==> src/rtl/motion_pkg.sv <==
// Shared definitions for the motion detector: FSM state encoding, parameter defaults
// and the unsigned absolute-difference helper used by the evaluator.
package motion_pkg;

  typedef enum logic [2:0] {
    S_IDLE  = 3'd0,
    S_WAIT  = 3'd1,
    S_FETCH = 3'd2,
    S_BUSY  = 3'd3,
    S_CAPT  = 3'd4,
    S_EVAL  = 3'd5
  } state_e;

  localparam int unsigned DEF_SAMPLE_DIV = 1000000;
  localparam int unsigned DEF_HITS       = 4;
  localparam int unsigned DEF_BASE_SHIFT = 4;
  localparam int unsigned DEF_TIMEOUT    = 65535;
  localparam int unsigned TIMER_W        = 32;

  // |a - b| for 32-bit unsigned operands, given their 33-bit difference.
  function automatic logic [31:0] abs_diff(input logic [32:0] diff);
    return diff[32] ? 32'(-diff) : diff[31:0];
  endfunction

endpackage

==> src/rtl/motion_detector_if.sv <==
// Bundle of the motion detector's control, upstream request/response and result signals.
interface motion_detector_if;
  logic        arm;
  logic        clear;
  logic [31:0] threshold;
  logic        ready;
  logic        fetch;
  logic        arrived;
  logic [31:0] acc;
  logic        alarm;
  logic        fault;
  logic        sample_valid;
  logic [31:0] magnitude;

  modport master (
    input  arm, clear, threshold, ready, arrived, acc,
    output fetch, alarm, fault, sample_valid, magnitude
  );

  modport slave (
    output arm, clear, threshold, ready, arrived, acc,
    input  fetch, alarm, fault, sample_valid, magnitude
  );
endinterface

==> src/rtl/motion_timer.sv <==
// Loadable down-counter shared by the sample-period and response-timeout functions.
module motion_timer #(
  parameter int unsigned W = 32
) (
  input  logic         Clock,
  input  logic         Reset,
  input  logic         load,
  input  logic         dec,
  input  logic [W-1:0] load_val,
  output logic         zero
);

  logic [W-1:0] count_q, count_d;

  always_comb begin
    // NOTE: default every combinational output first so no path can infer a latch.
    count_d = count_q;
    if (load) begin
      count_d = load_val;
    end else if (dec && count_q != '0) begin
      count_d = count_q - 1'b1;
    end
  end

  // NOTE: state flops use non-blocking assignments so all registers update together.
  always_ff @(posedge Clock) begin
    if (Reset) count_q <= '0;
    else       count_q <= count_d;
  end

  assign zero = (count_q == '0);

endmodule

==> src/rtl/motion_detector.sv <==
// Paces accelerometer sample requests, tracks a gravity baseline and latches an alarm
// after HITS consecutive samples deviate from the baseline by more than the threshold.
module motion_detector
  import motion_pkg::*;
#(
  parameter int unsigned SAMPLE_DIV = DEF_SAMPLE_DIV,
  parameter int unsigned HITS       = DEF_HITS,
  parameter int unsigned BASE_SHIFT = DEF_BASE_SHIFT,
  parameter int unsigned TIMEOUT    = DEF_TIMEOUT
) (
  input logic               Clock,
  input logic               Reset,
  motion_detector_if.master bus
);

  localparam logic [TIMER_W-1:0] PERIOD_LOAD  = TIMER_W'(SAMPLE_DIV - 1);
  localparam logic [TIMER_W-1:0] TIMEOUT_LOAD = TIMER_W'(TIMEOUT - 1);
  localparam logic [3:0]         HITS_L       = 4'(HITS);

  state_e              state_q, state_d;
  logic                tmr_load, tmr_dec, tmr_zero;
  logic [TIMER_W-1:0]  tmr_val;

  logic                fetch_q, fetch_d;
  logic                sample_valid_q, sample_valid_d;
  logic                alarm_q, alarm_d;
  logic                fault_q, fault_d;
  logic                base_valid_q, base_valid_d;
  logic [3:0]          hit_cnt_q, hit_cnt_d;
  logic [31:0]         sample_q, sample_d;
  logic [31:0]         baseline_q, baseline_d;
  logic [31:0]         magnitude_q, magnitude_d;

  logic [32:0]         diff;
  logic signed [32:0]  step;
  logic [31:0]         delta;
  logic                hit;

  motion_timer #(.W(TIMER_W)) u_timer (
    .Clock    (Clock),
    .Reset    (Reset),
    .load     (tmr_load),
    .dec      (tmr_dec),
    .load_val (tmr_val),
    .zero     (tmr_zero)
  );

  always_ff @(posedge Clock) begin
    if (Reset) state_q <= S_IDLE;
    else       state_q <= state_d;
  end

  // The timer is reloaded on every entry to S_WAIT or S_BUSY, so each wait starts fresh.
  always_comb begin
    state_d  = state_q;
    tmr_load = 1'b0;
    tmr_dec  = 1'b0;
    tmr_val  = PERIOD_LOAD;
    if (!bus.arm) begin
      state_d = S_IDLE;
    end else begin
      case (state_q)
        S_IDLE: begin
          state_d  = S_WAIT;
          tmr_load = 1'b1;
        end
        S_WAIT: begin
          if (tmr_zero) state_d = S_FETCH;
          else          tmr_dec = 1'b1;
        end
        S_FETCH: begin
          if (bus.ready) begin
            state_d  = S_BUSY;
            tmr_load = 1'b1;
            tmr_val  = TIMEOUT_LOAD;
          end
        end
        S_BUSY: begin
          if (bus.arrived) begin
            state_d = S_CAPT;
          end else if (tmr_zero) begin
            state_d  = S_WAIT;
            tmr_load = 1'b1;
          end else begin
            tmr_dec = 1'b1;
          end
        end
        S_CAPT: state_d = S_EVAL;
        S_EVAL: begin
          state_d  = S_WAIT;
          tmr_load = 1'b1;
        end
        default: state_d = S_IDLE;
      endcase
    end
  end

  always_comb begin
    fetch_d        = 1'b0;
    sample_valid_d = 1'b0;
    alarm_d        = alarm_q;
    fault_d        = fault_q;
    base_valid_d   = base_valid_q;
    hit_cnt_d      = hit_cnt_q;
    sample_d       = sample_q;
    baseline_d     = baseline_q;
    magnitude_d    = magnitude_q;
    diff           = {1'b0, sample_q} - {1'b0, baseline_q};
    step           = $signed(diff) >>> BASE_SHIFT;
    delta          = abs_diff(diff);
    hit            = delta > bus.threshold;

    if (!bus.arm || state_q == S_IDLE) begin
      alarm_d      = 1'b0;
      hit_cnt_d    = '0;
      base_valid_d = 1'b0;
    end else begin
      case (state_q)
        S_FETCH: fetch_d = bus.ready;
        S_BUSY:  if (!bus.arrived && tmr_zero) fault_d = 1'b1;
        S_CAPT:  sample_d = bus.acc;
        S_EVAL: begin
          if (!base_valid_q) begin
            baseline_d   = sample_q;
            base_valid_d = 1'b1;
          end else begin
            sample_valid_d = 1'b1;
            magnitude_d    = delta;
            if (hit) begin
              // Baseline is frozen while motion is being seen.
              hit_cnt_d = (hit_cnt_q >= HITS_L) ? HITS_L : hit_cnt_q + 4'd1;
              if (hit_cnt_d == HITS_L) alarm_d = 1'b1;
            end else begin
              hit_cnt_d  = '0;
              baseline_d = baseline_q + 32'(step);
            end
          end
        end
        default: ;
      endcase
    end

    if (bus.clear) begin
      alarm_d   = 1'b0;
      fault_d   = 1'b0;
      hit_cnt_d = '0;
    end
  end

  always_ff @(posedge Clock) begin
    if (Reset) begin
      fetch_q        <= 1'b0;
      sample_valid_q <= 1'b0;
      alarm_q        <= 1'b0;
      fault_q        <= 1'b0;
      base_valid_q   <= 1'b0;
      hit_cnt_q      <= '0;
      sample_q       <= '0;
      baseline_q     <= '0;
      magnitude_q    <= '0;
    end else begin
      fetch_q        <= fetch_d;
      sample_valid_q <= sample_valid_d;
      alarm_q        <= alarm_d;
      fault_q        <= fault_d;
      base_valid_q   <= base_valid_d;
      hit_cnt_q      <= hit_cnt_d;
      sample_q       <= sample_d;
      baseline_q     <= baseline_d;
      magnitude_q    <= magnitude_d;
    end
  end

  assign bus.fetch        = fetch_q;
  assign bus.sample_valid = sample_valid_q;
  assign bus.alarm        = alarm_q;
  assign bus.fault        = fault_q;
  assign bus.magnitude    = magnitude_q;

endmodule
==> src/flat_wrapper.sv <==
// flat-port wrapper written by rule: the top's interface ports become plain ports
module motion_detector_flat import motion_pkg::*;
#(
  parameter int unsigned SAMPLE_DIV = DEF_SAMPLE_DIV,
  parameter int unsigned HITS       = DEF_HITS,
  parameter int unsigned BASE_SHIFT = DEF_BASE_SHIFT,
  parameter int unsigned TIMEOUT    = DEF_TIMEOUT
)
  (Clock, Reset, bus_arm, bus_clear, bus_threshold, bus_ready, bus_arrived, bus_acc, bus_fetch, bus_alarm, bus_fault, bus_sample_valid, bus_magnitude);
  motion_detector_if bus_i ();
  input logic Clock;
  input logic Reset;
  input wire logic [$bits(bus_i.arm)-1:0] bus_arm;
  input wire logic [$bits(bus_i.clear)-1:0] bus_clear;
  input wire logic [$bits(bus_i.threshold)-1:0] bus_threshold;
  input wire logic [$bits(bus_i.ready)-1:0] bus_ready;
  input wire logic [$bits(bus_i.arrived)-1:0] bus_arrived;
  input wire logic [$bits(bus_i.acc)-1:0] bus_acc;
  output wire logic [$bits(bus_i.fetch)-1:0] bus_fetch;
  output wire logic [$bits(bus_i.alarm)-1:0] bus_alarm;
  output wire logic [$bits(bus_i.fault)-1:0] bus_fault;
  output wire logic [$bits(bus_i.sample_valid)-1:0] bus_sample_valid;
  output wire logic [$bits(bus_i.magnitude)-1:0] bus_magnitude;
  assign bus_i.arm = bus_arm;
  assign bus_i.clear = bus_clear;
  assign bus_i.threshold = bus_threshold;
  assign bus_i.ready = bus_ready;
  assign bus_i.arrived = bus_arrived;
  assign bus_i.acc = bus_acc;
  assign bus_fetch = bus_i.fetch;
  assign bus_alarm = bus_i.alarm;
  assign bus_fault = bus_i.fault;
  assign bus_sample_valid = bus_i.sample_valid;
  assign bus_magnitude = bus_i.magnitude;
  motion_detector #(.SAMPLE_DIV(SAMPLE_DIV), .HITS(HITS), .BASE_SHIFT(BASE_SHIFT), .TIMEOUT(TIMEOUT)) u_core (.Clock(Clock), .Reset(Reset), .bus(bus_i));
endmodule
==> config.mk <==
export PLATFORM = sky130hd
export DESIGN_NAME = motion_detector_flat
export DESIGN_NICKNAME = d
export VERILOG_FILES = /design/src/rtl/motion_pkg.sv /design/src/rtl/motion_detector_if.sv /design/src/rtl/motion_timer.sv /design/src/rtl/motion_detector.sv /design/src/flat_wrapper.sv
export SDC_FILE = /design/constraint.sdc
export NUM_CORES = 1
export LEC_CHECK = 0
export CAP_MARGIN = 20
export CORE_MARGIN = 5
export CORE_UTILIZATION = 45
export CTS_BUF_LIST = sky130_fd_sc_hd__clkbuf_8
export CTS_CLUSTER_SIZE = 25
export DETAILED_ROUTE_END_ITERATION = 10
export PLACE_DENSITY_LB_ADDON = 0.25
export SYNTH_ARGS = -nofsm -noshare
export SYNTH_HDL_FRONTEND = slang
export SYNTH_SLANG_ARGS = --single-unit
==> constraint.sdc <==
create_clock -name Clock -period 6.6 [get_ports Clock]
set_input_delay 1.32 -clock Clock [delete_from_list [all_inputs] [get_ports Clock]]
set_output_delay 1.32 -clock Clock [all_outputs]
set_load 0.02 [all_outputs]
; ---- Word level (Yosys, flattened, before mapping)
; Cells that the tools add are included.
[op_classes]
n_addsub = 5
order_cmp = 2
n_eq_ne = 10
n_mux = 25
bitwise = 4
reduce_logical = 23
[ops]
columns = operator, count
row1 = two-way mux 32 bit, 7
row2 = subtractor 32 x 32 -> 33 bit, 1
row3 = adder 32 bit, 1
row4 = greater-than comparator 32 bit, 1
row5 = zero test 32 bit, 1
row6 = negation 32 bit, 1
row7 = nonzero test 32 bit, 1
row8 = subtractor 32 x 1 -> 32 bit (second input constant), 1
row9 = two-way mux 20 bit, 1
row10 = case mux 3 bit (5 select lines), 1
row11 = two-way mux 3 bit, 4
row12 = AND reduction 3 bit, 4
row13 = OR reduction 3 bit, 3
row14 = two-way mux 1 bit, 8
row15 = two-way mux 4 bit, 2
row16 = OR reduction 2 bit, 4
row17 = equality test 3 x 2 -> 1 bit (second input constant), 2
row18 = equality test 3 bit (second input constant), 2
row19 = adder 4 x 1 -> 4 bit (second input constant), 1
row20 = equality test 4 x 3 -> 1 bit (second input constant), 1
row21 = >= comparator 4 x 3 -> 1 bit (second input constant), 1
row22 = inequality test 2 bit (second input constant), 2
row23 = inverter 1 bit, 4
row24 = AND reduction 2 bit, 2
row25 = other kinds (11), 13
[totals]
ff_bits = 140
inputBits = 70
out_inout_bits = 36

; ---- Logic depth before layout (Yosys ltp)
; Gate-level depths: netlist of the first run.
[logic_depth]
word_depth = 8
ltp_mapped = 27
mapped_depth_nobuf = 24

; ---- Modules after synthesis
; Synthesis of the first run repeated with hierarchy kept, for this count alone.
[unflattened]
cells_unflattened = 1543
hier_area_um2 = 11572.3
[by_module_without_submodules]
columns = mod, n_inst, cells_each, area_each_um2, seq_area_each_um2
row1 = motion_detector, 1, 1297, 9507.9, 2162.1
row2 = motion_timer, 1, 246, 2064.5, 640.6

; ---- Worst setup path after synthesis of the first run
; No wires, ideal clock.
[synth_path]
path_kind = register -> register
from = register u_core.sample_q[0]
to = register u_core.baseline_q[12]
setup_ps = 128
arrival_time_ps = 6165
t_required_ps = 6472
slack_ps = 308
path_stages_with_launch = 25
n_path_buf = 1
period_less_slack_ps = 6292
cell_sequence = dfxtp_1 > inv_1 > ha_1 > fa_1 > nand2b_1 > a211oi_2 > o32ai_2 > xor2_2 > inv_2 > or4_4 > or4b_4 > or3b_4 > or2_1 > o41a_1 > xor2_1 > ha_1 > nand4_1 > nor2_1 > nand3_1 > or3_1 > a21o_1 > o21ai_1 > clkbuf_1 > mux2i_1 > nor2_1
[synth_via]
elab_chain_len = 6
[synth_lines]
columns = element, line
row1 = "start, declared", motion_detector.sv:30  ; logic [31:0] sample_q, sample_d;
row2 = "start signal, assigned", motion_detector.sv:168  ; sample_q <= sample_d;
row3 = subtractor 32 x 32 -> 33 bit (*), motion_detector.sv:108  ; diff = {1'b0, sample_q} - {1'b0, baseline_q};
row4 = negation 32 bit, motion_pkg.sv:22  ; return diff[32] ? 32'(-diff) : diff[31:0];
row5 = two-way mux 32 bit (*), motion_pkg.sv:22
row6 = via u_core.delta[30], motion_detector.sv:36  ; logic [31:0] delta;
row7 = greater-than comparator 32 bit (*), motion_detector.sv:111  ; hit = delta > bus.threshold;
row8 = inequality test 2 bit (no source line) (*), --
row9 = AND reduction 3 bit (no source line) (*), --
row10 = "end signal, assigned", motion_detector.sv:169  ; baseline_q <= baseline_d;
row11 = "end, declared", motion_detector.sv:31  ; logic [31:0] baseline_q, baseline_d;
; The timed path passes the listed nets; every way through them passes the cells marked *. The select of a mux whose other input is x is not followed.
; A chain may end at the register's enable or synchronous reset.

; ---- Worst setup path in the final report of the first run
[layout_path]
from = register u_core.sample_q[0]
to = register u_core.baseline_q[4]
; Same word-level chain as after synthesis.

==> results of run 1 <==
-- final timing paths --
path | depth (start not counted) | slack [ns] | to
max | 25 | 0.23 | u_core.baseline_q[4]
min | 2 | 0.46 | u_core.bus.magnitude[3]
max reg2reg | 25 | 0.23 | u_core.baseline_q[4]
min reg2reg | 2 | 0.46 | u_core.bus.magnitude[3]
-- state kept, by name, summed over array words and instances, names as in the netlist --
signal / flops
u_core.hit_cnt_q: 4
u_core.bus.alarm: 1
u_core.baseline_q: 32
u_core.u_timer.count_q: 32
u_core.base_valid_q: 1
u_core.bus.fault: 1
u_core.sample_q: 32
u_core.bus.magnitude: 32
u_core.bus.fetch: 1
u_core.state_q: 3
u_core.bus.sample_valid: 1
-- power groups by stage --
stage | Combinational, uW | Sequential, uW | Clock (uW)
2_1_floorplan | 57.6 | 881 | 0
3_3_place_gp | 115 | 883 | 0
3_5_place_dp | 115 | 884 | 0
4_1_cts | 116 | 864 | 745
5_1_grt | 127 | 867 | 791
6_report | 117 | 864 | 736
-- worst min-delay path, stage by stage, from the launching register on --
cell     delay (ns)
dfxtp_1        0.32
nand2_1        0.05
a21oi_1        0.05
-- cell usage in the layout, fill, tap and decap left out, types with 8 or more instances in the layout --
cell / instances
a21oi_1: 154
nand2_1: 152
dfxtp_1: 139
nor2_1: 135
clkdlybuf4s50_1: 104
ha_1: 99
inv_1: 86
xnor2_1: 75
o21ai_0: 69
a21o_1: 48
nor3_1: 36
buf_4: 29
a211oi_1: 28
mux2i_1: 27
xor2_1: 24
nand3_1: 20
or3_1: 17
clkbuf_8: 17
nand4_1: 16
nand2b_1: 16
nor2b_1: 15
a31oi_1: 14
o21a_1: 14
o31ai_1: 12
or2_2: 10
nor4_1: 10
and2_1: 8
and3_1: 8
or4_1: 8
-- cells by family (layout without fill, tap and decap cells) --
logic type               Yosys count  count (layout)  share of synthesized area
XOR/XNOR                         100             100                    0.08162
buffers and inverters            151             262                    0.05318
adder cells (fa/ha/maj)          101             101                     0.1182
AND/OR/NAND/NOR                  483             483                     0.2126
flip-flops                       140             140                     0.2590
AO/OA/AOI/OAI                    423             423                     0.2505
multiplexers                      27              27                    0.02497
-- timing repair --
action | 4_1_cts | 5_1_grt
setup endpoints to repair | 5 | 32
gates resized for setup | 1 | 16
buffers inserted | 0 | 4
pin swaps | 0 | 3
cloned | 0 | 3
-- routing by layer --
layer  up-vias  wire, um
met2       315     13600
met5         -         0
li1       5296         -
met4         0       685
met3        39      2110
met1      4910     15140
-- stage by stage --
stage	instance area (um^2)	power, uW
3_5_place_dp	12310	999.0
6_report	12940	1717
5_1_grt	12940	1785
4_1_cts	12730	1726
2_1_floorplan	10820	938.5
3_3_place_gp	12270	998.3
-- layout make-up --
| type | count | area [um^2] | area share |
|---|---|---|---|
| multi-input cells | 1134 | 7526 | 0.5818 |
| flip-flops and latches | 140 | 2804 | 0.2168 |
| repair buffers | 143 | 1458 | 0.1127 |
| well taps | 319 | 399.1 | 0.03085 |
| inverters | 87 | 326.6 | 0.02524 |
| clock buffers | 17 | 234.0 | 0.01809 |
| clock inverters | 15 | 188.9 | 0.01460 |
==> impl_metrics.ini, run 1 <==
[timing]
drv_slew = 0
setup_violations = 0
tightest_slew_ns = 0.8313
hold_ws_ns = 0.4565
slew-limit-headroom = 0.4441
skew_ns = 0.02393
final.setup.worst_slack_ns = 0.2315
fin_crit_ns = 6.369
finalHoldViolations = 0
timing.final.crit_share = 0.9649
max_freq_mhz = 157.0
setup_tns_ns = 0

[drt]
via_per_inst = 5.693
wirelength_um = 31540
drt-initial-drc-count = 732
antenna_violating_nets_post_route = 0
drt_pass1_iterations = 5
vias = 10560
wl_per_cell_um = 17.00
drc = 0

[yosys]
synthCells = 1425
syn_area_per_cell_um2 = 7.595
yosys_most_used_dff = dfxtp_1
yosysUniqueCellTypes = 81
ys_warn_count = 0
synth_async_sr_flop_share = 0
synth.most_common_cell = a21oi_1
syn_area_mm2 = 0.01082
synthTopCellsByCount = a21oi_1, nand2_1, dfxtp_1
synth_top_area_cell = dfxtp_1
syn_nets = 1596
synth_top_area_share = 0.2590
synthTopCellsByArea = dfxtp_1, ha_1, a21oi_1, xnor2_1, nand2_1
yosys_register_bits = 140
yosysSeqAreaShare = 0.2590
synth_edf_count = 0

[floorplanning]
fp.dieArea_mm2 = 0.02725
die_w_um = 165.1
io_pins = 106
num_rows = 56
die_h_um = 165.1
initial_core_util = 0.4584
fp.coreArea_mm2 = 0.02361

[clock_network]
cts_buffers = 17
cts_sinks = 140
cts-root-buf = clkbuf_8
htree_levels = 4
clkTransAtPathRegs_ns = 0.11
cts_tree = done
hold_buffers = 0
clkLatencyLatePin_ns = 0.48
clock_path_buffers = 2

[setup_path]
crit_path_max_incr_delay_ns = 0.56
critPathMaxFanout = 12
crit_start = u_core.sample_q[0]
crit_path_top_delay_cell = or4b_4
r2r-start = u_core.sample_q[0]
critPathKind = reg2reg
crit_buf_inv = 4
critPathRequiredTime_ns = 6.99
end_kind = flop
arrival_ns = 6.76
path_delay_family = simple AND/OR/NAND/NOR gates
worstSetupStartpointType = flop

[finish]
fin_nets = 1694
area_growth_pct = 19.53
nFillCells = 2255
drive_gt1_frac = 0.07487
final_core_util = 0.5478
instances_no_fill = 1855
diodes = 0

[power_and_ir_drop]
p_sw_frac = 0.2965
leakagePower_uw = 0.005509
comb_power_share = 0.068
power.density_mw_per_mm2 = 132.8
intPower_uw = 1208
max-vdd-ir-drop_mv = 0.08200
p_sw_uw = 509.3
p_seq_frac = 0.503
p_clk_frac = 0.429

[global_routing]
grt_usage = 0.2246
antenna_found_initial = 0
grt_pass1_wl_um = 49240
use_met3 = 0.03549
grt_pass1_vias = 9605
busiest_layer = met2
use_met1 = 0.3239
grt_overflow = 0
grt_util_met2 = 0.3421
grt_max_degree = 54

[placement]
gp_congestion = 0.9407
placedCellCount = 1816
pre_cts_ws_ns = 0.01031
portBuffers = 105
place_hpwl_um = 23620

[min_path]
min-delay-start = u_core.bus.magnitude[3]
min_path_type = reg2reg

[run]
drv_cap = 0

[outcome]
status = complete, no violations
(Power assumes the default switching activity.)
==> inputs of run 2 (changes only) <==
Settings changed: PLACE_DENSITY set to 0.78, PLACE_DENSITY_LB_ADDON 0.25 to not set.
==> impl_metrics.ini, run 2 (synthesis results as in run 1) <==
[outcome]
status = complete, no violations

[global_routing]
grt_pass1_vias = 9914
grt_max_degree = 74
grt_overflow = 0
antenna_found_initial = 0
grt_usage = 0.2248
grt_pass1_wl_um = 49850

[setup_path]
regToRegSetupSlack_ns = 0.17
rr_worst_depth = 25
worstSetupStartpointType = flop
crit_path_max_incr_delay_ns = 0.59
critPathRequiredTime_ns = 6.94
critPathKind = reg2reg
end_kind = flop
arrival_ns = 6.76
crit_start = u_core.sample_q[0]
crit_path_top_delay_cell = or4_1
critPathMaxFanout = 8
r2r-start = u_core.sample_q[0]
r2r-end = u_core.baseline_q[1]
critPathCapture = u_core.baseline_q[1]

[finish]
nFillCells = 2156
ff_latch_area_mm2 = 0.002805
final_common_cell = a21oi_1
diodes = 0
drive_gt1_frac = 0.07468
final_cell_mix = a21oi_1, nand2_1, dfxtp_1
fin_nets = 1698
final_core_util = 0.5477
design_area_mm2 = 0.01293
area_growth_pct = 19.50
multi_input_area_mm2 = 0.007503

[drt]
drc = 0
drt-initial-drc-count = 984
vias = 10710
antenna_violating_nets_post_route = 0
via_per_inst = 5.762
drt_pass1_iterations = 5
wl_per_cell_um = 17.45
wirelength_um = 32440

[placement]
gp_congestion = 0.9264
place_hpwl_um = 23820
placed_cell_area_mm2 = 0.01231
portBuffers = 105

[power_and_ir_drop]
leakagePower_uw = 0.005523
p_sw_uw = 523.5
max-vdd-ir-drop_mv = 0.1042
intPower_uw = 1210
p_sw_frac = 0.3020
p_clk_frac = 0.433
p_seq_frac = 0.499
comb_power_share = 0.068
total_power_uw = 1733
power.density_mw_per_mm2 = 134.0

[min_path]
min_path_type = reg2reg

[floorplanning]
die_w_um = 165.1
fp.coreArea_mm2 = 0.02361
initial_core_util = 0.4584
fp.dieArea_mm2 = 0.02725
io_pins = 106
num_rows = 56
die_h_um = 165.1

[timing]
setup_tns_ns = 0
drv_slew = 0
setup_violations = 0
finalHoldViolations = 0
slew-limit-headroom = 0.4386
timing.final.crit_share = 0.9738
skew_ns = 0.02437
fin_crit_ns = 6.427
tightest_slew_ns = 0.8421
max_freq_mhz = 155.6
hold_ws_ns = 0.4602

[clock_network]
clock_path_buffers = 2
cts-root-buf = clkbuf_8
clkLatencyLatePin_ns = 0.49
clkTransAtPathRegs_ns = 0.11
htree_levels = 4
cts_tree = done
cts_buffers = 17
hold_buffers = 0
cts_sinks = 140

[run]
drv_cap = 0
[run 2: critical path: cells and delay by family (launching register included)]
kind	cells	cell delay, ns
and+or+nand+nor	9	2.30
AOI/OAI and AO/OA	7	1.83
adders and majority gates	3	0.89
buffers and inverters	4	0.57
DFF	1	0.36
muxes	1	0.18
xor gates and xnor gates	1	0.16
[run 2: what timing repair did]
item | in CTS | in global routing
setup buffers | 0 | 2
setup endpoints to repair | 0 | 32
resized for setup | 0 | 11
[run 2: layout make-up]
cell class                      instances  area share
Clock buffer                           17     0.01809
Clock inverter                         15     0.01480
Inverter                               87     0.02525
Multi-Input combinational cell       1134      0.5801
Sequential cell                       140      0.2169
Tap cell                              319     0.03086
Timing Repair Buffer                  147      0.1140
[run 2: worst min path at each step]
stage / from / end / slack (ns) / cells after the start
5_1_grt: u_core.bus.magnitude[17] / u_core.bus.magnitude[17] / 0.48 / 2
4_1_cts: u_core.bus.magnitude[11] / u_core.bus.magnitude[11] / 0.46 / 2
3_5_place_dp: u_core.bus.magnitude[11] / u_core.bus.magnitude[11] / 0.45 / 2
2_1_floorplan: u_core.hit_cnt_q[1] / u_core.hit_cnt_q[1] / 0.43 / 2
3_3_place_gp: u_core.bus.magnitude[23] / u_core.bus.magnitude[23] / 0.44 / 2
6_report: u_core.bus.magnitude[1] / u_core.bus.magnitude[1] / 0.46 / 2
[run 2: through the flow]
stage | setup WS, ns | std cells
finish | 0.1731 | 1859
global route | -0.02276 | 1859
CTS | 0.05270 | 1851
detailed placement | 0.07572 | 1819
global placement | 0.2321 | 1818
floorplan | 0.3075 | 1425
[run 2: metal layers]
layer	global-route usage	part of all wire
met1	0.3107	0.46
met2	0.3664	0.45
met3	0.02929	0.068
met4	0.06767	0.020
met5	0	0
[run 2: power by group through the flow]
| stage | Combinational [uW] | Clock (uW) | Sequential [uW] |
|---|---|---|---|
| floorplan | 57.6 | 0 | 881 |
| global placement | 114 | 0 | 883 |
| detailed placement | 116 | 0 | 884 |
| CTS | 117 | 761 | 864 |
| global route | 129 | 793 | 867 |
| finish | 117 | 751 | 865 |
==> inputs of run 3 (changes only) <==
Settings changed: ABC_CLOCK_PERIOD_IN_PS set to 6600, REMOVE_ABC_BUFFERS set to 1.
==> impl_metrics.ini, run 3 (synthesis results as in run 1) <==
[outcome]
status = complete, no violations

[timing]
tightest_slew_ns = 0.8211
setup_tns_ns = 0
setup_violations = 0
max_freq_mhz = 156.4
finalHoldViolations = 0
drv_slew = 0
fin_crit_ns = 6.392
skew_ns = 0.01940
timing.final.crit_share = 0.9685
slew-limit-headroom = 0.4526

[global_routing]
grt_max_degree = 71
grt_pass1_wl_um = 49150
grt_usage = 0.2215
grt_overflow = 0
antenna_found_initial = 0
grt_pass1_vias = 10010

[power_and_ir_drop]
p_sw_frac = 0.2966
intPower_uw = 1208
leakagePower_uw = 0.005490
p_seq_frac = 0.503
p_sw_uw = 509.6
total_power_uw = 1718
max-vdd-ir-drop_mv = 0.1115
comb_power_share = 0.068
p_clk_frac = 0.429
power.density_mw_per_mm2 = 133.1

[setup_path]
critPathKind = reg2reg
arrival_ns = 6.74
worstSetupStartpointType = flop
critPathMaxFanout = 7
critPathRequiredTime_ns = 6.95
end_kind = flop

[clock_network]
clkLatencyLatePin_ns = 0.49
cts_sinks = 140
cts-root-buf = clkbuf_8
htree_levels = 4
cts_buffers = 17
clkTransAtPathRegs_ns = 0.10
hold_buffers = 0
clock_path_buffers = 2
cts_tree = done

[min_path]
min_path_type = reg2reg

[drt]
wirelength_um = 31340
drt_pass1_iterations = 6
drt-initial-drc-count = 836
via_per_inst = 5.814
antenna_violating_nets_post_route = 0
wl_per_cell_um = 16.93
drc = 0
vias = 10760

[finish]
final_core_util = 0.5468
final_common_cell = a21oi_1
diodes = 0
drive_gt1_frac = 0.07180
fin_nets = 1690
final_cell_mix = a21oi_1, nand2_1, dfxtp_1
area_growth_pct = 19.29

[floorplanning]
die_w_um = 165.1
io_pins = 106
fp.dieArea_mm2 = 0.02725
die_h_um = 165.1
fp.coreArea_mm2 = 0.02361
initial_core_util = 0.4584
num_rows = 56

[placement]
place_hpwl_um = 22990
gp_congestion = 0.9310
portBuffers = 105

[run]
drv_cap = 0
-- run 3: cell types whose count changed in the layout (fill, tap and decap cells not counted), moves of 2 or more --
cell	change
buf_6	-2
inv_8	-2
clkbuf_16	+2
buf_4	-8
-- run 3: worst paths after layout --
path / start / to / slack, ns / cells after the start
max: u_core.sample_q[0] / u_core.baseline_q[1] / 0.21 / 25
min: u_core.bus.magnitude[3] / u_core.bus.magnitude[3] / 0.46 / 2
max reg2reg: u_core.sample_q[0] / u_core.baseline_q[1] / 0.21 / 25
min reg2reg: u_core.bus.magnitude[3] / u_core.bus.magnitude[3] / 0.46 / 2
-- run 3: what timing repair did --
| action | 4_1_cts | 5_1_grt |
|---|---|---|
| gates cloned | 0 | 5 |
| buffers inserted | 1 | 4 |
| setup endpoints to repair | 7 | 32 |
| hold endpoints to repair | 0 | 0 |
| gates resized for setup | 2 | 14 |
| pin swaps | 1 | 4 |
-- run 3: metal layers --
layer | GRT usage | up-vias | routed length (um)
met2 | 0.3556 | 381 | 14020
met4 | 0.08847 | 0 | 914
met1 | 0.2977 | 5049 | 14130
li1 | - | 5278 | -
met3 | 0.03524 | 54 | 2274
met5 | 0 | - | 0
-- run 3: cell type report --
class / count / area (um^2)
sequential: 140 / 2805
timing repair buffer: 139 / 1434
tap: 319 / 399.1
clock buffer: 17 / 234.0
multi-input combinational: 1134 / 7518
inverter: 87 / 326.6
clock inverter: 15 / 193.9
fill: 2226 / 10700
-- run 3: worst max-delay path: stages (launching register included) --
cell and delay [ns]:
dfxtp_2 0.35, inv_1 0.04, ha_1 0.20, fa_2 0.37
nand2b_4 0.18, a211oi_4 0.26, o32ai_2 0.14, xor2_2 0.21
inv_2 0.08, or4_4 0.55, or4b_4 0.56, or3b_4 0.42
or2_4 0.27, o41a_1 0.44, xor2_1 0.17, ha_1 0.32
nand4_1 0.13, nor2_2 0.17, nand3_2 0.11, or3_1 0.42
a21o_1 0.23, o21ai_4 0.07, buf_12 0.17, buf_12 0.13
mux2i_1 0.20, nor2_1 0.06
-- run 3: per-stage QoR --
step           instance area, um^2  hold WS (ns)  cells  setup slack, ns
5_1_grt                      12910        0.4808   1851         -0.06921
3_5_place_dp                 12230        0.4473   1808         -0.03371
3_3_place_gp                 12230        0.4424   1808           0.1133
6_report                     12910        0.4587   1851           0.2079
4_1_cts                      12680        0.4610   1841        0.0002127
2_1_floorplan                10570        0.4321   1361          -0.9274
-- run 3: power by group through the flow --
stage	Combinational [uW]	Clock, uW	Sequential, uW
floorplan	47.7	0	882
global placement	113	0	883
detailed placement	115	0	884
CTS	116	747	864
global route	127	782	867
finish	116	737	865
